--- src/rtl/count_down_timer.sv ---
// count_down_timer: loadable, prescaled down-count timer with start/stop
// control, one-shot or auto-reload mode and a one-cycle terminal-count pulse.
// Every output comes straight from a register.
module count_down_timer #(
    parameter int unsigned number_of_bits = 8,
    parameter int unsigned prescale_bits  = 4
) (
    input  logic                      clk,
    input  logic                      reset_n,
    input  logic                      load,
    input  logic [number_of_bits-1:0] load_val,
    input  logic [prescale_bits-1:0]  prescale_div,
    input  logic                      start,
    input  logic                      stop,
    input  logic                      auto_reload,
    output logic [number_of_bits-1:0] count_val,
    output logic                      busy,
    output logic                      done
);

    localparam int unsigned CW = number_of_bits;
    localparam int unsigned PW = prescale_bits;

    typedef enum logic [1:0] {
        ST_IDLE    = 2'd0,
        ST_RUN     = 2'd1,
        ST_EXPIRED = 2'd2
    } state_e;

    state_e        state_q, state_d;
    logic [CW-1:0] count_q, count_d;
    logic [CW-1:0] reload_q, reload_d;
    logic [PW-1:0] pre_q, pre_d;
    logic          done_q, done_d;
    logic          busy_q, busy_d;

    // Prescaler compare: one count step is due on this edge.
    logic tick;
    assign tick = (pre_q == prescale_div);

    // State and datapath registers with synchronous active-low reset.
    always_ff @(posedge clk) begin
        if (!reset_n) begin
            state_q  <= ST_IDLE;
            count_q  <= '0;
            reload_q <= '0;
            pre_q    <= '0;
            done_q   <= 1'b0;
            busy_q   <= 1'b0;
        end else begin
            state_q  <= state_d;
            count_q  <= count_d;
            reload_q <= reload_d;
            pre_q    <= pre_d;
            done_q   <= done_d;
            busy_q   <= busy_d;
        end
    end

    // Next-state and datapath update; load beats stop, which beats start.
    always_comb begin
        state_d  = state_q;
        count_d  = count_q;
        reload_d = reload_q;
        pre_d    = pre_q;
        done_d   = 1'b0;

        if (load) begin
            count_d  = load_val;
            reload_d = load_val;
            pre_d    = '0;
            state_d  = ST_IDLE;
        end else begin
            case (state_q)
                ST_IDLE: begin
                    // A simultaneous stop suppresses start.
                    if (start && !stop) begin
                        pre_d = '0;
                        if (count_q != '0) begin
                            state_d = ST_RUN;
                        end else begin
                            state_d = ST_EXPIRED;
                            done_d  = 1'b1;
                        end
                    end
                end

                ST_EXPIRED: begin
                    // Restart from the reload value; an empty reload expires again.
                    if (start && !stop) begin
                        count_d = reload_q;
                        pre_d   = '0;
                        if (reload_q != '0) begin
                            state_d = ST_RUN;
                        end else begin
                            done_d = 1'b1;
                        end
                    end
                end

                ST_RUN: begin
                    if (stop) begin
                        state_d = ST_IDLE;
                        pre_d   = '0;
                    end else if (tick) begin
                        pre_d = '0;
                        if (count_q > CW'(1)) begin
                            count_d = count_q - CW'(1);
                        end else if (count_q == CW'(1)) begin
                            done_d = 1'b1;
                            if (auto_reload && (reload_q != '0)) begin
                                count_d = reload_q;
                            end else begin
                                count_d = '0;
                                state_d = ST_EXPIRED;
                            end
                        end
                    end else begin
                        pre_d = pre_q + PW'(1);
                    end
                end

                default: begin
                    state_d = ST_IDLE;
                end
            endcase
        end

        busy_d = (state_d == ST_RUN);
    end

    assign count_val = count_q;
    assign busy      = busy_q;
    assign done      = done_q;

endmodule

--- config.mk ---
export PLATFORM = sky130hd
export DESIGN_NAME = count_down_timer
export DESIGN_NICKNAME = d
export VERILOG_FILES = /design/src/rtl/count_down_timer.sv
export SDC_FILE = /design/constraint.sdc
export NUM_CORES = 1
export LEC_CHECK = 0
export ABC_CLOCK_PERIOD_IN_PS = 2200
export CAP_MARGIN = 20
export CORE_MARGIN = 2
export CORE_UTILIZATION = 65
export CTS_BUF_LIST = sky130_fd_sc_hd__clkbuf_4 sky130_fd_sc_hd__clkbuf_8
export CTS_CLUSTER_SIZE = 16
export DETAILED_ROUTE_END_ITERATION = 10
export DONT_BUFFER_PORTS = 1
export PLACE_DENSITY = 0.81
export SLEW_MARGIN = 20
export SYNTH_ARGS = -nofsm -noshare
export SYNTH_HDL_FRONTEND = slang
export SYNTH_SLANG_ARGS = --single-unit
--- constraint.sdc ---
create_clock -name clk -period 2.2 [get_ports clk]
set_input_delay 0.11 -clock clk [delete_from_list [all_inputs] [get_ports clk]]
set_output_delay 0.11 -clock clk [all_outputs]
set_load 0.02 [all_outputs]
==> results of run 1 <==
==> repair_timing <==
| action | in CTS | in global routing |
|---|---|---|
| setup endpoints to repair | 0 | 1 |
| gates resized for setup | 0 | 1 |
| hold endpoints to repair | 16 | 0 |
| hold buffers | 10 | 0 |
==> state kept, by name, indices dropped and copies added (netlist names) <==
signal,flops
busy,1
reload_q,8
count_val,8
pre_q,4
state_q,2
done,1
==> cell usage after synthesis, types with 2 or more instances <==
| master | instances | share of area |
|---|---|---|
| a21oi_1 | 9 | 0.032 |
| o31ai_1 | 2 | 0.011 |
| a31oi_1 | 7 | 0.031 |
| nor3_1 | 4 | 0.014 |
| a21o_1 | 2 | 0.011 |
| inv_1 | 4 | 0.011 |
| a31o_2 | 2 | 0.013 |
| ha_1 | 4 | 0.036 |
| nand4_1 | 3 | 0.013 |
| nor2_1 | 12 | 0.032 |
| or2_2 | 2 | 0.0090 |
| a22oi_1 | 2 | 0.011 |
| nand3_1 | 3 | 0.011 |
| nor2b_1 | 5 | 0.022 |
| o21ai_0 | 11 | 0.039 |
| xor2_1 | 5 | 0.031 |
| nor4_1 | 3 | 0.013 |
| a211o_1 | 2 | 0.013 |
| o21a_1 | 3 | 0.016 |
| nand4b_1 | 2 | 0.013 |
| xnor2_1 | 3 | 0.019 |
| nand2b_1 | 8 | 0.036 |
| nand2_1 | 12 | 0.032 |
| or3_1 | 2 | 0.0090 |
| a311o_1 | 2 | 0.014 |
| mux2i_1 | 4 | 0.029 |
| dfxtp_1 | 24 | 0.34 |
| clkbuf_1 | 3 | 0.0081 |
| a21boi_0 | 6 | 0.032 |
==> cell usage in the layout, fill, tap and decap left out, types with 2 or more instances in the layout <==
master / instances
xor2_1: 5
a211o_1: 2
dfxtp_1: 24
nor2_1: 12
nand4_1: 3
or2_2: 2
a311o_1: 2
mux2i_1: 4
a31o_2: 2
buf_4: 9
a31oi_1: 7
ha_1: 4
o21ai_0: 11
a21boi_0: 6
xnor2_1: 3
nand4b_1: 2
nand2_1: 12
o31ai_1: 2
nand2b_1: 8
nor2b_1: 5
dlygate4sd3_1: 10
or3_1: 2
a21o_1: 2
inv_1: 4
a22oi_1: 2
o21a_1: 3
a21oi_1: 9
nor3_1: 4
clkbuf_4: 3
nor4_1: 2
nand3_1: 3
==> cell families (layout without fill, tap and decap cells) <==
kind of cell    count (synthesis)  in the layout  share of synthesized area
simple gates                   61             61                      0.244
compound gates                 54             54                      0.266
flops                          24             24                      0.345
xor+xnor                        8              8                     0.0503
buf+inv                         8             27                     0.0224
mux                             5              5                     0.0368
fa+ha+maj                       4              4                     0.0359
==> power groups by stage <==
stage / Clock [mW] / Combinational, mW / Sequential (mW)
after floorplan: 0 / 0.136 / 0.501
after global placement: 0 / 0.190 / 0.487
after detailed placement: 0 / 0.196 / 0.489
after CTS: 0.236 / 0.218 / 0.479
after global routing: 0.259 / 0.244 / 0.482
final: 0.240 / 0.224 / 0.480
==> layer usage <==
| metal | global-route usage | up-vias | share of wire |
|---|---|---|---|
| li1 | - | 651 | - |
| met1 | 0.382 | 629 | 0.40 |
| met2 | 0.555 | 63 | 0.48 |
| met3 | 0.0595 | 14 | 0.085 |
| met4 | 0.180 | 0 | 0.035 |
| met5 | 0 | - | 0 |
==> layout make-up <==
class / count / area [sq um]
Timing Repair Buffer: 19 / 168
Inverter: 4 / 15.0
Tap cell: 27 / 33.8
Multi-Input combinational cell: 132 / 888
Clock buffer: 4 / 36.3
Sequential cell: 24 / 480
Fill cell: 136 / 380
==> worst max-delay path by stage <==
| stage | end | slack [ns] | depth (start not counted) |
|---|---|---|---|
| floorplan | count_val[7] | 0.08 | 6 |
| global placement | count_val[1] | 0.34 | 5 |
| detailed placement | count_val[7] | 0.24 | 5 |
| CTS | count_val[7] | 0.20 | 5 |
| global route | count_val[7] | 0.13 | 6 |
| finish | count_val[7] | 0.23 | 6 |
==> stage by stage <==
stage | cell area (sq um) | setup slack, ns | hold slack [ns] | cells | power, mW
5_1_grt | 1620 | 0.128 | 0.0168 | 210 | 0.986
3_5_place_dp | 1480 | 0.239 | 0.247 | 196 | 0.685
3_3_place_gp | 1480 | 0.339 | 0.244 | 196 | 0.677
4_1_cts | 1620 | 0.204 | 0.00739 | 210 | 0.933
2_1_floorplan | 1390 | 0.0849 | 0.248 | 164 | 0.638
6_report | 1620 | 0.233 | 0.000393 | 210 | 0.944
==> qor.csv, run 1 <==
stage,metric,value,unit
clocking,TritonCTS clock tree,done,
setup_path,Setup crit start kind,flip-flop,
setup_path,crit path cell chain,"inv_1, ha_1, or2_2, or4_1, a211o_1, a31oi_2",
global_routing,antenna violations before repair,0,
worst_hold_path,worst hold stages,2,
drt,Via density,6.46,
placement,hpwl dp,2.50,mm
timing,fin crit share,0.894,
layout,Area Growth Syn to Fin,16.3,%
setup_path,CP Data Required Time,2.47,ns
global_routing,global-route wire length before repair,6.24,mm
logic_synthesis,sequential-to-total area share from yosys stat,0.345,
worst_hold_path,hold path start,load,
layout,Layout Nets,206,
logic_synthesis,syn_nets,186,
logic_synthesis,#FFs+latches synth,24,
floorplanning,DIE WIDTH,50.3,microns
clocking,CTS HTree Levels,1,
setup_path,r2r endpoint,count_val[7],
power_and_ir_drop,peak supply drop,0.586,mV
setup_path,Crit-path slowest cell,or4_1,
floorplanning,Die H,50.3,microns
drt,Initial DRC Count,51,
power_and_ir_drop,Clk pwr share,0.254,
setup_path,CP Launch Point,count_val[1],
drt,Post-Route WL,3.69,mm
setup_path,CP max stage delay,0.46,ns
timing,RSZ-0062 raised after global routing,false,
global_routing,vias in the first global route,1405,
floorplanning,Core Area,2000,sq um
logic_synthesis,top_reg_cell synth,dfxtp_1,
drt,DRT Pass-1 Iters,4,
logic_synthesis,Post-synth EDFFs,0,
logic_synthesis,synthesized area,1390,sq um
placement,routability cong.,0.841,
timing,total negative slack,0,ns
floorplanning,# IOs,28,
timing,achievable frequency,508,MHz
run,max_cap viols,0,
clocking,clock-pin slew on the worst setup and hold paths,0.13,ns
timing,Max Slew Vio Count,0,
clocking,Setup Buffers After CTS,0,
timing,"Min Clock Period, post-route",1.97,ns
power_and_ir_drop,combinational share of power,0.237,
setup_path,Crit Path Category,flip-flop to flip-flop,
setup_path,CP Max Fanout,5,
setup_path,crit path buf inv count,1,
drt,DRC,0,
logic_synthesis,Synth Warn #,0,
setup_path,worst r2r src,count_val[1],
setup_path,"Arr. time, crit path",2.24,ns
floorplanning,die area,2530,sq um
logic_synthesis,Mapped Cells,164,
setup_path,Reg2Reg Setup Slack,0.23,ns
drt,Via Count,1357,
drt,DRT antenna net count,0,
timing,Slew @ Worst Pin,0.580,ns
worst_hold_path,Worst Hold End,reload_q[2],
clocking,TritonCTS Sinks,24,
timing,Max-slew headroom,0.611,
floorplanning,cell row count,16,
setup_path,Worst setup EP type,flip-flop,
global_routing,grt ovf,0,
logic_synthesis,share of async-settable or async-resettable flops after synthesis,0,
power_and_ir_drop,Psw,0.287,mW
timing,Final setup viols,0,
clocking,Max Buffers Root-to-Sink,2,
clocking,root buffer cell,clkbuf_4,
global_routing,GRT Resource Usage Total,0.325,
timing,clk_skew,0.0103,ns
layout,share of cells above drive strength 1,0.126,
worst_hold_path,Worst Hold Class,primary input to flip-flop,
power_and_ir_drop,Lkg Pwr,0.593,nW
setup_path,"delay-heaviest family, CP",simple AND/OR/NAND/NOR gates,
power_and_ir_drop,Sequential Power Share,0.508,
status,status,"finished, final reports clean",
global_routing,largest net degree at the start of global routing,17,
setup_path,worst-case reg-to-reg path depth,6,
power_and_ir_drop,PD cells,582,nW/um^2
logic_synthesis,Synth cell types,42,
clocking,Clock Latency Late Sink,0.33,ns
timing,Final Hold Fails,0,
power_and_ir_drop,internal power,0.657,mW
power_and_ir_drop,sw frac,0.304,
drt,wire length per cell,17.6,microns
placement,Buffers on Ports,0,
logic_synthesis,Avg Inst Size Synth,8.50,sq um
layout,Final Util,0.810,
layout,Diodes inserted,0,
clocking,CTS buffer count,3,
floorplanning,Initial Util,0.696,
(Power assumes the default switching activity.)
==> run 2, diff against run 1 <==
--- a/config.mk
+++ b/config.mk
@@ -14,6 +14,7 @@
 export DETAILED_ROUTE_END_ITERATION = 10
 export DONT_BUFFER_PORTS = 1
 export PLACE_DENSITY = 0.81
+export SETUP_SLACK_MARGIN = 0.5
 export SLEW_MARGIN = 20
 export SYNTH_ARGS = -nofsm -noshare
 export SYNTH_HDL_FRONTEND = slang
==> qor.csv, run 2 (synthesis gave the netlist of run 1 again) <==
stage,metric,value,unit
status,status,"complete, but fails checks",
status,failing checks,negative hold slack,
timing,Final Hold Slack,-0.00975,ns
setup_path,Crit Path Category,flip-flop to flip-flop,
layout,Layout Nets,214,
setup_path,Reg2Reg Setup Slack,0.25,ns
timing,Max Slew Vio Count,0,
global_routing,antenna violations before repair,0,
worst_hold_path,worst hold stages,3,
floorplanning,Initial Util,0.696,
placement,area post-placement,1470,sq um
layout,final instance area,1880,sq um
power_and_ir_drop,Psw,0.340,mW
layout,Area Growth Syn to Fin,34.9,%
drt,DRC,0,
worst_hold_path,Worst Hold End,pre_q[2],
placement,Buffers on Ports,0,
layout,most frequent cells in the layout,"dfxtp_1 (17), buf_4 (13), nor2_1 (11), dlygate4sd3_1 (11), o21ai_0 (9)",
worst_hold_path,hold path start,stop,
power_and_ir_drop,internal power,0.691,mW
setup_path,Worst setup EP type,flip-flop,
timing,clk_skew,0.00772,ns
setup_path,worst r2r src,count_val[1],
timing,RSZ-0062 raised after global routing,true,
clocking,root buffer cell,clkbuf_4,
timing,"Min Clock Period, post-route",1.95,ns
global_routing,grt ovf,0,
timing,total negative slack,0,ns
global_routing,vias in the first global route,1404,
drt,Via density,7.28,
global_routing,global-route wire length before repair,6.66,mm
layout,Diodes inserted,0,
clocking,TritonCTS clock tree,done,
clocking,TritonCTS Sinks,24,
placement,placed cell count,189,
clocking,clock-pin slew on the worst setup and hold paths,0.14,ns
setup_path,Setup crit start kind,flip-flop,
global_routing,GRT Resource Usage Total,0.351,
placement,routability cong.,0.786,
clocking,CTS buffer count,3,
worst_hold_path,Worst Hold Class,primary input to flip-flop,
timing,fin crit share,0.888,
clocking,CTS HTree Levels,1,
setup_path,"Arr. time, crit path",2.17,ns
run,max_cap viols,0,
power_and_ir_drop,peak supply drop,0.599,mV
setup_path,CP Max Fanout,15,
timing,Final setup viols,0,
power_and_ir_drop,Lkg Pwr,0.669,nW
clocking,Max Buffers Root-to-Sink,2,
power_and_ir_drop,Clk pwr share,0.234,
power_and_ir_drop,combinational share of power,0.275,
drt,DRT Pass-1 Iters,6,
floorplanning,cell row count,16,
drt,Initial DRC Count,114,
timing,Final Hold Fails,1,
timing,achievable frequency,512,MHz
setup_path,worst-case reg-to-reg path depth,8,
floorplanning,Die H,50.3,microns
clocking,Clock Latency Late Sink,0.33,ns
setup_path,CP Data Required Time,2.41,ns
power_and_ir_drop,Sequential Power Share,0.491,
placement,hpwl dp,2.45,mm
floorplanning,Core Area,2000,sq um
layout,share of cells above drive strength 1,0.319,
global_routing,largest net degree at the start of global routing,19,
drt,Via Count,1587,
floorplanning,# IOs,28,
drt,DRT antenna net count,0,
drt,Post-Route WL,5.33,mm
timing,Max-slew headroom,0.603,
layout,"commonest non-fill, non-tap cell in the layout",dfxtp_1,
layout,Post-Layout Cell Count,218,
setup_path,r2r endpoint,count_val[6],
power_and_ir_drop,PnR Total Power,1.03,mW
power_and_ir_drop,sw frac,0.330,
floorplanning,DIE WIDTH,50.3,microns
power_and_ir_drop,PD cells,548,nW/um^2
timing,Slew @ Worst Pin,0.594,ns
floorplanning,die area,2530,sq um
drt,wire length per cell,24.4,microns
[run 2: worst max-delay path: stages, from the launching register on]
cell	delay [ns]
dfxtp_4	0.45
inv_4	0.07
ha_4	0.16
buf_4	0.15
nor2_1	0.10
nand4_1	0.14
a31o_4	0.34
o21ai_0	0.32
a31oi_1	0.11
[run 2: worst max-delay path by stage]
stage,endpoint,depth (start not counted),slack (ns),start
after floorplan,count_val[7],4,0.35,count_val[1]
after global placement,count_val[1],5,0.29,count_val[4]
after detailed placement,count_val[1],5,0.29,count_val[4]
after CTS,count_val[7],4,0.31,count_val[2]
after global routing,count_val[6],8,0.22,count_val[1]
final,count_val[6],8,0.25,count_val[1]
[run 2: power groups by stage]
stage | combinational (mW) | sequential, mW | clock, mW
2_1_floorplan | 0.143 | 0.503 | 0
3_3_place_gp | 0.167 | 0.507 | 0
3_5_place_dp | 0.172 | 0.508 | 0
4_1_cts | 0.226 | 0.500 | 0.234
5_1_grt | 0.294 | 0.508 | 0.256
6_report | 0.284 | 0.506 | 0.241
[run 2: final cells by class]
type	count	area (sq um)
Tap cell	27	33.8
Multi-Input combinational cell	132	1050
Inverter	4	20.0
Clock buffer	4	36.3
Timing Repair Buffer	27	241
Fill cell	60	121
Sequential cell	24	499
[run 2: metrics by stage]
step / hold slack, ns / utilization / worst slack, ns
after floorplan: 0.238 / - / 0.351
after global placement: 0.245 / 0.732 / 0.287
after detailed placement: 0.247 / 0.732 / 0.286
after CTS: 0.00785 / 0.867 / 0.307
after global routing: -0.00749 / 0.939 / 0.215
final: -0.00975 / 0.939 / 0.246
[run 2: what timing repair did]
action | in CTS | in global routing
endpoints found under the setup margin | 12 | 16
gates resized for setup | 20 | 17
pin swaps | 31 | 6
endpoints found under the hold margin | 16 | 1
hold buffers | 10 | 1
buffers inserted | 7 | 7
[run 2: per-layer routing]
| metal | global-route usage | wire length [microns] |
|---|---|---|
| met1 | 0.404 | 1850 |
| met2 | 0.590 | 2610 |
| met3 | 0.0774 | 471 |
| met4 | 0.216 | 395 |
| met5 | 0 | 0 |
==> run 3, diff against run 2 <==
--- a/config.mk
+++ b/config.mk
@@ -5,15 +5,15 @@
 export SDC_FILE = /design/constraint.sdc
 export NUM_CORES = 1
 export LEC_CHECK = 0
-export ABC_CLOCK_PERIOD_IN_PS = 2200
+export ABC_CLOCK_PERIOD_IN_PS = 2400
 export CAP_MARGIN = 20
 export CORE_MARGIN = 2
-export CORE_UTILIZATION = 65
+export CORE_UTILIZATION = 60
 export CTS_BUF_LIST = sky130_fd_sc_hd__clkbuf_4 sky130_fd_sc_hd__clkbuf_8
 export CTS_CLUSTER_SIZE = 16
 export DETAILED_ROUTE_END_ITERATION = 10
 export DONT_BUFFER_PORTS = 1
-export PLACE_DENSITY = 0.81
+export PLACE_DENSITY = 0.76
 export SETUP_SLACK_MARGIN = 0.5
 export SLEW_MARGIN = 20
 export SYNTH_ARGS = -nofsm -noshare
==> constraint.sdc (replaced) <==
create_clock -name clk -period 2.4 [get_ports clk]
set_input_delay 0.12 -clock clk [delete_from_list [all_inputs] [get_ports clk]]
set_output_delay 0.12 -clock clk [all_outputs]
set_load 0.02 [all_outputs]
==> qor.csv, run 3 (synthesis gave the netlist of run 1 again) <==
stage,metric,value,unit
floorplanning,Core Area,2210,sq um
global_routing,antenna violations before repair,0,
floorplanning,cell row count,17,
setup_path,CP Max Fanout,5,
placement,routability cong.,0.798,
layout,most frequent cells in the layout,"dfxtp_1 (18), nor2_1 (12), nand2_1 (12)",
setup_path,"Arr. time, crit path",2.22,ns
drt,Via Count,1382,
floorplanning,DIE WIDTH,52.2,microns
setup_path,Worst setup EP type,flip-flop,
setup_path,CP max stage delay,0.56,ns
floorplanning,Initial Util,0.630,
clocking,root buffer cell,clkbuf_4,
global_routing,GRT Resource Usage Total,0.295,
timing,Final Hold Fails,0,
setup_path,crit path cell chain,"or4_4, or4_1, a211o_1, a31oi_2",
clocking,Max Buffers Root-to-Sink,2,
clocking,TritonCTS Sinks,24,
clocking,CTS HTree Levels,1,
global_routing,largest net degree at the start of global routing,19,
timing,RSZ-0062 raised after global routing,true,
clocking,TritonCTS clock tree,done,
timing,achievable frequency,510,MHz
placement,dpl ws,0.416,ns
timing,Final setup viols,0,
global_routing,global-route wire length before repair,5.91,mm
power_and_ir_drop,peak supply drop,0.341,mV
timing,setup slack after layout,0.439,ns
setup_path,Crit-path slowest cell,or4_4,
power_and_ir_drop,PD cells,520,nW/um^2
drt,Via density,6.71,
layout,share of cells above drive strength 1,0.185,
floorplanning,die area,2720,sq um
drt,DRT Pass-1 Iters,4,
power_and_ir_drop,Lkg Pwr,0.582,nW
setup_path,CP Data Required Time,2.66,ns
clocking,clock-pin slew on the worst setup and hold paths,0.13,ns
layout,Layout Nets,201,
timing,Slew @ Worst Pin,0.527,ns
layout,register area,500,sq um
setup_path,crit path buf inv count,0,
global_routing,grt ovf,0,
layout,Multi-input gate area,936,sq um
global_routing,vias in the first global route,1330,
drt,wire length per cell,18.7,microns
status,status,"finished, final reports clean",
timing,clk_skew,0.00726,ns
placement,Buffers on Ports,0,
drt,DRC,0,
drt,Post-Route WL,3.85,mm
clocking,Clock Latency Late Sink,0.32,ns
layout,"commonest non-fill, non-tap cell in the layout",dfxtp_1,
timing,Max-slew headroom,0.648,
setup_path,Setup crit start kind,flip-flop,
floorplanning,# IOs,28,
setup_path,"delay-heaviest family, CP",simple AND/OR/NAND/NOR gates,
setup_path,Crit Path Category,flip-flop to flip-flop,
drt,Initial DRC Count,61,
timing,fin crit share,0.817,
placement,hpwl dp,2.50,mm
layout,Area Growth Syn to Fin,18.1,%
worst_hold_path,Worst Hold Class,primary input to flip-flop,
layout,Filler Cell Count,176,
timing,total negative slack,0,ns
run,max_cap viols,0,
timing,"Min Clock Period, post-route",1.96,ns
drt,DRT antenna net count,0,
layout,Diodes inserted,0,
timing,Max Slew Vio Count,0,
clocking,CTS buffer count,3,
floorplanning,Die H,52.2,microns
run 3: changes by cell type in the layout (fill, tap and decap cells not counted), sizes merged:
cell / change
buf: -10
dlygate4sd3: -3
run 3: worst register-to-register path, delay by kind of cell, from the launching register on:
family | cells | cell delay, ns
and+or+nand+nor | 2 | 1.06
DFF | 1 | 0.41
AOI/OAI and AO/OA | 2 | 0.43
run 3: final timing paths:
path           startpoint            to  slack, ns  cells after the start
max          count_val[1]  count_val[7]       0.44                      4
min           load_val[4]   reload_q[4]      0.006                      2
max reg2reg  count_val[1]  count_val[7]       0.44                      4
min reg2reg   reload_q[5]  count_val[5]       0.51                      2
run 3: final cells by class:
class                      count  share of cell area
clock buffer                   4              0.0182
inverter                       4              0.0122
multi-input combinational    132               0.568
sequential                    24               0.304
tap                           28              0.0213
timing repair buffer          14              0.0760
run 3: metal layers:
layer	routed length, microns	vias to the layer above	GRT usage
met5	0	-	0
met4	96	0	0.137
met3	232	11	0.0543
met2	1880	65	0.519
met1	1640	661	0.345
li1	-	645	-
run 3: where the power goes:
group	internal, mW	switching (mW)	leakage, nW
clock network	0.0764	0.124	0.0184
logic	0.0943	0.102	0.364
registers	0.417	0.0416	0.200
total	0.588	0.268	0.582
run 3: repair_timing:
item / in CTS / in global routing
resized for setup: 10 / 10
hold buffers: 7 / 1
buffers inserted: 4 / 0
endpoints found under the hold margin: 16 / 1
endpoints found under the setup margin: 4 / 12
pin swaps: 3 / 5
run 3: stage by stage:
stage               total power, mW  hold slack [ns]  utilization  area (sq um)  std cells
floorplan                     0.585            0.248            -          1400        164
global placement              0.609            0.254        0.650          1440        190
detailed placement            0.616            0.258        0.650          1440        190
CTS                           0.841          0.00396        0.723          1600        205
global route                  0.892          0.00963        0.744          1650        206
finish                        0.856          0.00586        0.744          1650        206
